[src/rtl/pipe_hazard_ctrl_if.sv]
// Hazard-control bundle between the LEGv8 datapath and pipe_hazard_ctrl.
//   master : datapath side. It drives the hazard sources (ID operands, EX load
//            info, branch resolution, MEM handshake) and receives the
//            per-register enable/flush/bubble controls.
//   slave  : controller side, with the directions reversed.
interface pipe_hazard_ctrl_if;
  // hazard sources
  logic [4:0] id_Rn;
  logic [4:0] id_Rm;
  logic       id_uses_Rn;
  logic       id_uses_Rm;
  logic       ex_MemRead;
  logic [4:0] ex_Rd;
  logic       br_taken;
  logic       mem_req;
  logic       mem_ready;
  // pipeline register controls
  logic       pc_en;
  logic       ifid_en;
  logic       ifid_flush;
  logic       idex_en;
  logic       idex_bubble;
  logic       exmem_en;
  logic       memwr_en;
  logic       memwr_bubble;
  logic       stall;
  logic       timeout_err;

  modport master (
    output id_Rn, id_Rm, id_uses_Rn, id_uses_Rm, ex_MemRead, ex_Rd,
           br_taken, mem_req, mem_ready,
    input  pc_en, ifid_en, ifid_flush, idex_en, idex_bubble, exmem_en,
           memwr_en, memwr_bubble, stall, timeout_err
  );

  modport slave (
    input  id_Rn, id_Rm, id_uses_Rn, id_uses_Rm, ex_MemRead, ex_Rd,
           br_taken, mem_req, mem_ready,
    output pc_en, ifid_en, ifid_flush, idex_en, idex_bubble, exmem_en,
           memwr_en, memwr_bubble, stall, timeout_err
  );
endinterface

[src/rtl/pipe_hazard_ctrl.sv]
// pipe_hazard_ctrl: stall/flush sequencer for the 5-stage LEGv8 pipeline.
// It handles three cases:
//   - load-use hazards: a one-cycle front stall with a bubble into ID/EX
//   - taken branches resolved in ID: a one-cycle IF/ID flush
//   - variable-latency data-memory accesses: a pipeline freeze that ends in a
//     sticky error if MEM_TIMEOUT wait cycles pass without mem_ready
// Ports:
//   clk, reset : clock and synchronous active-high reset
//   hz         : pipe_hazard_ctrl_if.slave. Carries the hazard sources in and
//                the PC/IF-ID/ID-EX/EX-MEM/MEM-WR controls, stall and
//                timeout_err out.
//   stall_cnt, flush_cnt : saturating performance counters. These ports exist
//                only when the PIPE_PERF_EN macro is defined.
// Outputs are combinational from state and inputs. State changes only on
// posedge clk.
module pipe_hazard_ctrl #(
  parameter int unsigned MEM_TIMEOUT = 16,
  parameter logic [4:0]  ZERO_REG    = 5'd31
) (
  input  logic clk,
  input  logic reset,
  pipe_hazard_ctrl_if.slave hz
`ifdef PIPE_PERF_EN
  ,
  output logic [31:0] stall_cnt,
  output logic [31:0] flush_cnt
`endif
);

  localparam logic [7:0] TO = 8'(MEM_TIMEOUT);

  typedef enum logic [1:0] {RUN, MEM_WAIT, ERR} state_t;

  state_t     state, state_n;
  logic [7:0] wcnt, wcnt_n;
  logic       terr, terr_n;
  logic       lu;

  logic pc_en, ifid_en, ifid_flush, idex_en, idex_bubble;
  logic exmem_en, memwr_en, memwr_bubble, stall;

  // XZR never creates a dependency, even when a load names it as its target.
  always_comb begin
    lu = hz.ex_MemRead && (hz.ex_Rd != ZERO_REG) &&
         ((hz.id_uses_Rn && (hz.id_Rn == hz.ex_Rd)) ||
          (hz.id_uses_Rm && (hz.id_Rm == hz.ex_Rd)));
  end

  always_comb begin
    state_n      = state;
    wcnt_n       = wcnt;
    terr_n       = terr;
    // normal RUN behaviour, including the load-use stall and the branch flush
    pc_en        = ~lu;
    ifid_en      = ~lu;
    ifid_flush   = hz.br_taken & ~lu;
    idex_en      = 1'b1;
    idex_bubble  = lu;
    exmem_en     = 1'b1;
    memwr_en     = 1'b1;
    memwr_bubble = 1'b0;
    stall        = lu;

    case (state)
      RUN: begin
        if (hz.mem_req && !hz.mem_ready) begin
          // A memory wait takes priority over lu and the branch. Both are
          // re-evaluated on the release cycle, because ID is frozen until then.
          pc_en        = 1'b0;
          ifid_en      = 1'b0;
          ifid_flush   = 1'b0;
          idex_en      = 1'b0;
          idex_bubble  = 1'b0;
          exmem_en     = 1'b0;
          memwr_bubble = 1'b1;
          stall        = 1'b1;
          state_n      = MEM_WAIT;
          wcnt_n       = 8'd1;
        end
      end
      MEM_WAIT: begin
        if (hz.mem_ready) begin
          // release cycle: the outputs are the RUN outputs computed above
          state_n = RUN;
          wcnt_n  = 8'd0;
        end else begin
          pc_en        = 1'b0;
          ifid_en      = 1'b0;
          ifid_flush   = 1'b0;
          idex_en      = 1'b0;
          idex_bubble  = 1'b0;
          exmem_en     = 1'b0;
          memwr_bubble = 1'b1;
          stall        = 1'b1;
          if (wcnt < TO) begin
            wcnt_n = wcnt + 8'd1;
          end else begin
            state_n = ERR;
            terr_n  = 1'b1;
          end
        end
      end
      ERR: begin
        pc_en        = 1'b0;
        ifid_en      = 1'b0;
        ifid_flush   = 1'b0;
        idex_en      = 1'b0;
        idex_bubble  = 1'b0;
        exmem_en     = 1'b0;
        memwr_en     = 1'b0;
        memwr_bubble = 1'b1;
        stall        = 1'b1;
      end
      default: begin
        state_n = RUN;
        wcnt_n  = 8'd0;
      end
    endcase

    // While reset is high every register loads NOP/bubble and nothing advances.
    if (reset) begin
      pc_en        = 1'b0;
      ifid_en      = 1'b0;
      ifid_flush   = 1'b1;
      idex_en      = 1'b0;
      idex_bubble  = 1'b1;
      exmem_en     = 1'b0;
      memwr_en     = 1'b0;
      memwr_bubble = 1'b1;
      stall        = 1'b1;
    end
  end

  always_ff @(posedge clk) begin
    if (reset) begin
      state <= RUN;
      wcnt  <= 8'd0;
      terr  <= 1'b0;
    end else begin
      state <= state_n;
      wcnt  <= wcnt_n;
      terr  <= terr_n;
    end
  end

  assign hz.pc_en        = pc_en;
  assign hz.ifid_en      = ifid_en;
  assign hz.ifid_flush   = ifid_flush;
  assign hz.idex_en      = idex_en;
  assign hz.idex_bubble  = idex_bubble;
  assign hz.exmem_en     = exmem_en;
  assign hz.memwr_en     = memwr_en;
  assign hz.memwr_bubble = memwr_bubble;
  assign hz.stall        = stall;
  assign hz.timeout_err  = terr;

`ifdef PIPE_PERF_EN
  // Saturating event counters. The reset branch wins, so the forced
  // stall/flush values shown during reset are never counted.
  always_ff @(posedge clk) begin
    if (reset) begin
      stall_cnt <= 32'd0;
      flush_cnt <= 32'd0;
    end else begin
      if (stall && (stall_cnt != 32'hFFFF_FFFF)) stall_cnt <= stall_cnt + 32'd1;
      if (ifid_flush && (flush_cnt != 32'hFFFF_FFFF)) flush_cnt <= flush_cnt + 32'd1;
    end
  end
`endif

endmodule

[src/flat_wrapper.sv]
// flat-port wrapper written by rule: the top's interface ports become plain ports
module pipe_hazard_ctrl_flat 
#(
  parameter int unsigned MEM_TIMEOUT = 16,
  parameter logic [4:0]  ZERO_REG    = 5'd31
)
  (clk, reset, hz_id_Rn, hz_id_Rm, hz_id_uses_Rn, hz_id_uses_Rm, hz_ex_MemRead, hz_ex_Rd, hz_br_taken, hz_mem_req, hz_mem_ready, hz_pc_en, hz_ifid_en, hz_ifid_flush, hz_idex_en, hz_idex_bubble, hz_exmem_en, hz_memwr_en, hz_memwr_bubble, hz_stall, hz_timeout_err);
  pipe_hazard_ctrl_if hz_i ();
  input  logic clk;
  input  logic reset;
  input wire logic [$bits(hz_i.id_Rn)-1:0] hz_id_Rn;
  input wire logic [$bits(hz_i.id_Rm)-1:0] hz_id_Rm;
  input wire logic [$bits(hz_i.id_uses_Rn)-1:0] hz_id_uses_Rn;
  input wire logic [$bits(hz_i.id_uses_Rm)-1:0] hz_id_uses_Rm;
  input wire logic [$bits(hz_i.ex_MemRead)-1:0] hz_ex_MemRead;
  input wire logic [$bits(hz_i.ex_Rd)-1:0] hz_ex_Rd;
  input wire logic [$bits(hz_i.br_taken)-1:0] hz_br_taken;
  input wire logic [$bits(hz_i.mem_req)-1:0] hz_mem_req;
  input wire logic [$bits(hz_i.mem_ready)-1:0] hz_mem_ready;
  output wire logic [$bits(hz_i.pc_en)-1:0] hz_pc_en;
  output wire logic [$bits(hz_i.ifid_en)-1:0] hz_ifid_en;
  output wire logic [$bits(hz_i.ifid_flush)-1:0] hz_ifid_flush;
  output wire logic [$bits(hz_i.idex_en)-1:0] hz_idex_en;
  output wire logic [$bits(hz_i.idex_bubble)-1:0] hz_idex_bubble;
  output wire logic [$bits(hz_i.exmem_en)-1:0] hz_exmem_en;
  output wire logic [$bits(hz_i.memwr_en)-1:0] hz_memwr_en;
  output wire logic [$bits(hz_i.memwr_bubble)-1:0] hz_memwr_bubble;
  output wire logic [$bits(hz_i.stall)-1:0] hz_stall;
  output wire logic [$bits(hz_i.timeout_err)-1:0] hz_timeout_err;
  assign hz_i.id_Rn = hz_id_Rn;
  assign hz_i.id_Rm = hz_id_Rm;
  assign hz_i.id_uses_Rn = hz_id_uses_Rn;
  assign hz_i.id_uses_Rm = hz_id_uses_Rm;
  assign hz_i.ex_MemRead = hz_ex_MemRead;
  assign hz_i.ex_Rd = hz_ex_Rd;
  assign hz_i.br_taken = hz_br_taken;
  assign hz_i.mem_req = hz_mem_req;
  assign hz_i.mem_ready = hz_mem_ready;
  assign hz_pc_en = hz_i.pc_en;
  assign hz_ifid_en = hz_i.ifid_en;
  assign hz_ifid_flush = hz_i.ifid_flush;
  assign hz_idex_en = hz_i.idex_en;
  assign hz_idex_bubble = hz_i.idex_bubble;
  assign hz_exmem_en = hz_i.exmem_en;
  assign hz_memwr_en = hz_i.memwr_en;
  assign hz_memwr_bubble = hz_i.memwr_bubble;
  assign hz_stall = hz_i.stall;
  assign hz_timeout_err = hz_i.timeout_err;
  pipe_hazard_ctrl #(.MEM_TIMEOUT(MEM_TIMEOUT), .ZERO_REG(ZERO_REG)) u_core (.clk(clk), .reset(reset), .hz(hz_i));
endmodule
[config.mk]
export PLATFORM = sky130hd
export DESIGN_NAME = pipe_hazard_ctrl_flat
export DESIGN_NICKNAME = d
export VERILOG_FILES = /design/src/rtl/pipe_hazard_ctrl_if.sv /design/src/rtl/pipe_hazard_ctrl.sv /design/src/flat_wrapper.sv
export SDC_FILE = /design/constraint.sdc
export NUM_CORES = 1
export LEC_CHECK = 0
export BUFFER_PORTS_ARGS = -buffer_cell sky130_fd_sc_hd__buf_2
export CAP_MARGIN = 15
export CORE_MARGIN = 4
export CORE_UTILIZATION = 40
export DETAILED_ROUTE_END_ITERATION = 8
export PLACE_DENSITY_LB_ADDON = 0.25
export SLEW_MARGIN = 5
export SYNTH_ARGS = -nofsm -noshare
export SYNTH_HDL_FRONTEND = slang
export SYNTH_SLANG_ARGS = --single-unit
export TNS_END_PERCENT = 10
[constraint.sdc]
create_clock -name clk -period 1.5 [get_ports clk]
set_clock_uncertainty 0.1 [all_clocks]
set_input_delay 0.3 -clock clk [delete_from_list [all_inputs] [get_ports clk]]
set_output_delay 0.3 -clock clk [all_outputs]
set_load 0.02 [all_outputs]
==> flow_metrics.py, run 1 <==
metrics = {
    "logic_synthesis": {
        "yosysSeqAreaShare_pct": 30.9,
        "synth_top_family_by_area": "simple AND/OR/NAND/NOR gates",
        "synth_top_area_share_pct": 30.9,
        "yosysWarnings": 0,
        "synth.most_common_cell": "nor2_1",
        "synthesis.nets": 107,
        "synth.avg_cell_area_um2": 8.59,
        "ys_ff_latch": 11,
        "synth-simple-area-share_pct": 24.4,
        "synth_compound_area_share_pct": 17.2,
        "synth.distinct_cells": 33,
        "synth_largest_area_cell": "dfxtp_1",
        "synth-edff-count": 0,
        "async_reset_ff_share_pct": 0,
        "synthCells": 83,
        "mappedNetlistArea_um2": 713,
        "synth.area.mux_share_pct": 4.21,
        "synthTopCellsByCount": "15 x nor2_1, 11 x dfxtp_1, 10 x xnor2_1",
        "synth_ff_type": "dfxtp_1",
        "synth_xor_area_share_pct": 14.7,
        "synth_fa_ha_area_share_pct": 1.75,
        "yosys-top-cells-area": "dfxtp_1 31%, xnor2_1 12%, nor2_1 7.9%, mux2i_1 4.2%, nor4_4 3.0%",
    },
    "route": {
        "first_pass_iters": 3,
        "avgRoutedWirePerCell_um": 12.1,
        "routed_wl_um": 1830,
        "ant_nets": 0,
        "vias_per_cell": 4.87,
        "drc": 0,
        "dr.first_iter.drc_count": 3,
        "vias": 736,
    },
    "critical_path": {
        "critPathLaunchType": "register",
        "crit_arrival_ns": 1.50,
        "required_ns": 1.10,
        "crit_type": "reg -> out",
        "crit_buf_inv": 2,
        "regToRegStartpoint": "u_core.state[0]",
        "cp_cell_sequence": "and2b_1 > o21ba_4 > and2_4 > inv_6 > a21o_1 > buf_6",
        "critPathSlowestCell": "dfxtp_2",
        "worst_r2r_endpoint": "u_core.wcnt[0]",
        "r2r_cells": 5,
        "crit_path_max_incr_delay_ns": 0.34,
        "endpoint_kind": "primary output",
        "path_delay_family": "compound AO/OA/AOI/OAI gates",
        "path_max_fanout": 3,
        "startpoint": "u_core.state[0]",
        "r2r_slack_ns": -0.07,
    },
    "layout": {
        "fin_nets": 152,
        "seqCellArea_um2": 224,
        "n_antenna_cell": 0,
        "layout-drive-gt1-share_pct": 52.0,
        "filler_cell_count": 137,
        "multi_input_area_um2": 504,
        "syn_to_final_growth_pct": 50.7,
    },
    "grt": {
        "grt_usage_pct": 15.6,
        "grt_pass1_vias": 734,
        "grt_pass1_wl_um": 3080,
        "grt-ovfl-total": 0,
        "grt_max_degree": 11,
        "antenna_found_initial": 0,
    },
    "hold_path": {
        "hold_path_class": "in -> reg",
        "min-delay-start": "hz_mem_ready",
        "min_delay_worst_endpoint": "u_core.state[0]",
        "hold-path-cell-count": 3,
    },
    "clock_network": {
        "clk_path_buf_depth": 2,
        "cts_buffers": 3,
        "clkLatencyLatePin_ns": 0.27,
        "cts_tree": "yes",
        "root_buffer": "clkbuf_4",
        "cts.reportedPaths.clkPinSlew_ns": 0.07,
        "cts.sinks": 11,
        "cts_setup_buffers": 0,
        "h-tree-depth": 1,
    },
    "sta": {
        "fin_ws_ns": -0.397,
        "rsz0062_at_grt": "yes",
        "clock.fmax_ghz": 0.527,
        "relSlewSlack_pct": 81.1,
        "hold_viol": 0,
        "finalSetupViolCount": 11,
        "worst_slew_pin_slew_ns": 0.281,
        "setup_tns_ns": -2.70,
        "min_period_ns": 1.90,
        "drv_slew": 0,
        "period_share_pct": 126,
    },
    "die": {
        "core_area_mm2": 0.00159,
        "die_area_mm2": 0.00252,
        "die_y_um": 50.2,
        "rows": 14,
        "io_pins": 33,
        "initial_core_util_pct": 44.7,
        "fp.dieW_um": 50.2,
    },
    "status": {
        "status": "finished, violations left",
        "violations": "negative setup slack",
    },
    "placed_design": {
        "gp_congestion": 0.848,
        "pre_cts_slack_ns": -0.278,
        "dpl.hpwl_um": 1440,
        "io_buffers": 32,
    },
    "power": {
        "leakagePower_nw": 0.476,
        "ir_worst_vdd_uv": 480,
        "p_per_area_mw_per_mm2": 655,
    },
    "run": {
        "maxCapViolations": 0,
    },
}
kinds of logic (layout without fill, tap and decap cells):
kind of cell | Yosys count | in the layout
AO/OA/AOI/OAI | 15 | 15
XOR/XNOR | 12 | 12
adder cells (fa/ha/maj) | 1 | 1
buffers and inverters | 9 | 53
flip-flops | 11 | 11
multiplexers | 3 | 3
AND/OR/NAND/NOR | 32 | 32
power breakdown:
group / internal, mW / switching, mW / total, mW
clock: 0.103 / 0.0946 / 0.198
sequential: 0.296 / 0.00426 / 0.301
combinational: 0.104 / 0.102 / 0.206
metrics by stage:
stage,instances,total power [mW],hold WS [ns],utilization [%],area (um2)
4_1_cts,151,0.708,0.205,64.9,1030
2_1_floorplan,83,0.425,0.341,-,743
5_1_grt,151,0.744,0.232,67.4,1070
6_report,151,0.704,0.224,67.4,1070
3_5_place_dp,147,0.497,0.353,62.1,990
3_3_place_gp,147,0.492,0.348,62.1,990
repair_timing:
| action | CTS | global route |
|---|---|---|
| hold buffers | 0 | 0 |
| setup endpoints to repair | 13 | 17 |
| resized for setup | 7 | 10 |
| pin swaps | 0 | 4 |
worst reg2reg max path, cell delays in order (launching register included):
cell     delay, ns
dfxtp_2       0.34
buf_4         0.12
or3b_4        0.42
o22a_4        0.26
mux2i_1       0.16
nor2_1        0.05
cells in the final DEF, fill, tap and decap left out, drive strengths merged, types with 2 or more instances in the layout:
master,n
buf,44
nor2,15
dfxtp,11
xnor2,10
inv,5
nand2,4
clkbuf,4
mux2i,3
a21oi,3
o21a,2
nand4,2
o221ai,2
xor2,2
nor3b,2
final cells by class:
cell class / count / area share [%]
sequential: 11 / 20.8
clock buffer: 4 / 2.44
timing repair buffer: 44 / 24.8
multi-input combinational: 63 / 46.9
inverter: 5 / 2.21
tap: 24 / 2.79
registers in the layout, indices dropped and copies added, names as in the netlist:
register and flops:
u_core.wcnt 8, u_core.hz.timeout_err 1, u_core.state 2
worst max-delay path by stage:
stage,to,slack [ns],cells after the start
2_1_floorplan,hz_pc_en,-0.22,6
3_3_place_gp,hz_idex_bubble,-0.25,7
3_5_place_dp,hz_idex_bubble,-0.28,7
4_1_cts,hz_stall,-0.41,6
5_1_grt,hz_stall,-0.46,6
6_report,hz_stall,-0.40,6
metal layers:
metal  track usage, %  vias to the layer above  share of wire [%]
met1             17.3                      336                 40
met3             4.44                        4                5.6
met5                0                        -                  0
met2             28.3                       21                 53
li1                 -                      375                  -
met4             5.53                        0                1.1
Note: power is estimated with default switching activity, not from simulation.
==> run 2: changes to the inputs <==
--- a/config.mk
+++ b/config.mk
@@ -11,6 +11,7 @@
 export CORE_UTILIZATION = 40
 export DETAILED_ROUTE_END_ITERATION = 8
 export PLACE_DENSITY_LB_ADDON = 0.25
+export SKIP_CTS_REPAIR_TIMING = 1
 export SLEW_MARGIN = 5
 export SYNTH_ARGS = -nofsm -noshare
 export SYNTH_HDL_FRONTEND = slang
==> run 2 against run 1 <==
The run still ends with negative setup slack left; first-iteration DRC count stayed put; maximum frequency stayed put; worst hold slack unchanged; global-route usage down 0.31 points; core utilization grew 0.47 points; count of clock-buffer cells in the layout unchanged; via count unchanged; final area rose by 0.70%; clock power about the same; register-to-register slack barely moved.
==> flow_metrics.py, run 2 (synthesis gave the netlist of run 1 again) <==
metrics = {
    "grt": {
        "grt-ovfl-total": 0,
        "grt_usage_pct": 15.3,
        "antenna_found_initial": 0,
        "grt_pass1_wl_um": 3020,
        "grt_max_degree": 11,
        "grt_pass1_vias": 717,
    },
    "layout": {
        "filler_cell_count": 134,
        "final_cell_mix": "27 x buf_2, 16 x buf_4, 12 x nor2_1",
        "fin_util_pct": 67.9,
        "largest_reg_flops": 8,
        "fin_nets": 152,
        "regMostFlops": "u_core.wcnt",
        "layout-drive-gt1-share_pct": 52.8,
        "layout_commonest_cell": "buf_2",
        "syn_to_final_growth_pct": 51.8,
        "n_antenna_cell": 0,
    },
    "critical_path": {
        "crit_arrival_ns": 1.50,
        "path_max_fanout": 3,
        "required_ns": 1.10,
        "r2r_slack_ns": -0.07,
        "critPathLaunchType": "register",
        "crit_type": "reg -> out",
        "endpoint_kind": "primary output",
    },
    "route": {
        "avgRoutedWirePerCell_um": 12.1,
        "first_pass_iters": 3,
        "routed_wl_um": 1830,
        "drc": 0,
        "vias": 736,
        "ant_nets": 0,
        "vias_per_cell": 4.87,
        "dr.first_iter.drc_count": 3,
    },
    "sta": {
        "rsz0062_at_grt": "yes",
        "relSlewSlack_pct": 81.1,
        "drv_slew": 0,
        "period_share_pct": 126,
        "min_period_ns": 1.90,
        "clock.fmax_ghz": 0.527,
        "worst_slew_pin_slew_ns": 0.281,
        "finalSetupViolCount": 11,
        "fin_ws_ns": -0.397,
        "hold_viol": 0,
    },
    "clock_network": {
        "root_buffer": "clkbuf_4",
        "cts.reportedPaths.clkPinSlew_ns": 0.07,
        "h-tree-depth": 1,
        "clkLatencyLatePin_ns": 0.27,
        "cts.sinks": 11,
        "clk_path_buf_depth": 2,
        "cts_tree": "yes",
        "cts_buffers": 3,
    },
    "die": {
        "io_pins": 33,
        "fp.dieW_um": 50.2,
        "initial_core_util_pct": 44.7,
        "die_y_um": 50.2,
        "core_area_mm2": 0.00159,
        "die_area_mm2": 0.00252,
        "rows": 14,
    },
    "power": {
        "ir_worst_vdd_uv": 480,
        "power_switching_uw": 202,
        "finalPower_uw": 706,
        "combPwrFrac_pct": 29.5,
        "p_sw_share_pct": 28.6,
        "p_per_area_mw_per_mm2": 653,
        "p_clk_share_pct": 28.0,
        "leakagePower_nw": 0.481,
        "intPower_uw": 505,
        "p_seq_share_pct": 42.6,
    },
    "placed_design": {
        "dpl.hpwl_um": 1440,
        "gp_congestion": 0.848,
        "io_buffers": 32,
    },
    "status": {
        "status": "finished, violations left",
        "violations": "negative setup slack",
    },
    "hold_path": {
        "hold_path_class": "in -> reg",
    },
    "run": {
        "maxCapViolations": 0,
    },
}
run 2: cell counts in the layout (fill, tap and decap cells not counted):
No cell type changed its count.
run 2: critical path: stages, from the launching register on:
cell     delay (ns)
dfxtp_2        0.34
and2b_1        0.19
o21ba_4        0.22
and2_4         0.16
inv_6          0.04
a21o_1         0.15
buf_6          0.13
run 2: layout make-up:
class	instances	area [um2]	share of cell area (%)
clock buffer	4	26.3	2.43
inverter	5	23.8	2.20
multi-input combinational	63	512	47.3
sequential	11	224	20.7
tap	24	30.0	2.77
timing repair buffer	44	267	24.6
run 2: final timing paths:
| check | start | endpoint | cells after the start |
|---|---|---|---|
| max | u_core.state[0] | hz_stall | 6 |
| max reg2reg | u_core.state[0] | u_core.wcnt[0] | 5 |
| min | hz_mem_ready | u_core.state[0] | 3 |
| min reg2reg | u_core.wcnt[5] | u_core.wcnt[5] | 2 |
run 2: through the flow:
step                area [um2]  std cells  hold WS [ns]  TNS [ns]  worst slack [ns]
detailed placement         990        147         0.353     -1.97            -0.278
floorplan                  743         83         0.341    -0.643            -0.220
finish                    1080        151         0.224     -2.70            -0.397
CTS                       1020        151         0.217     -3.23            -0.448
global placement           990        147         0.348     -1.85            -0.245
global route              1080        151         0.232     -3.60            -0.460
run 2: power groups by stage:
stage	Clock (mW)	Sequential, mW	Combinational, mW
3_3_place_gp	0	0.307	0.185
5_1_grt	0.218	0.301	0.227
6_report	0.198	0.301	0.208
4_1_cts	0.208	0.301	0.191
2_1_floorplan	0	0.306	0.119
3_5_place_dp	0	0.307	0.190
run 2: per-layer routing:
layer | routed length (um) | track usage (%)
met1 | 729 | 17.6
met2 | 981 | 26.7
met3 | 102 | 4.44
met4 | 21 | 5.53
met5 | 0 | 0
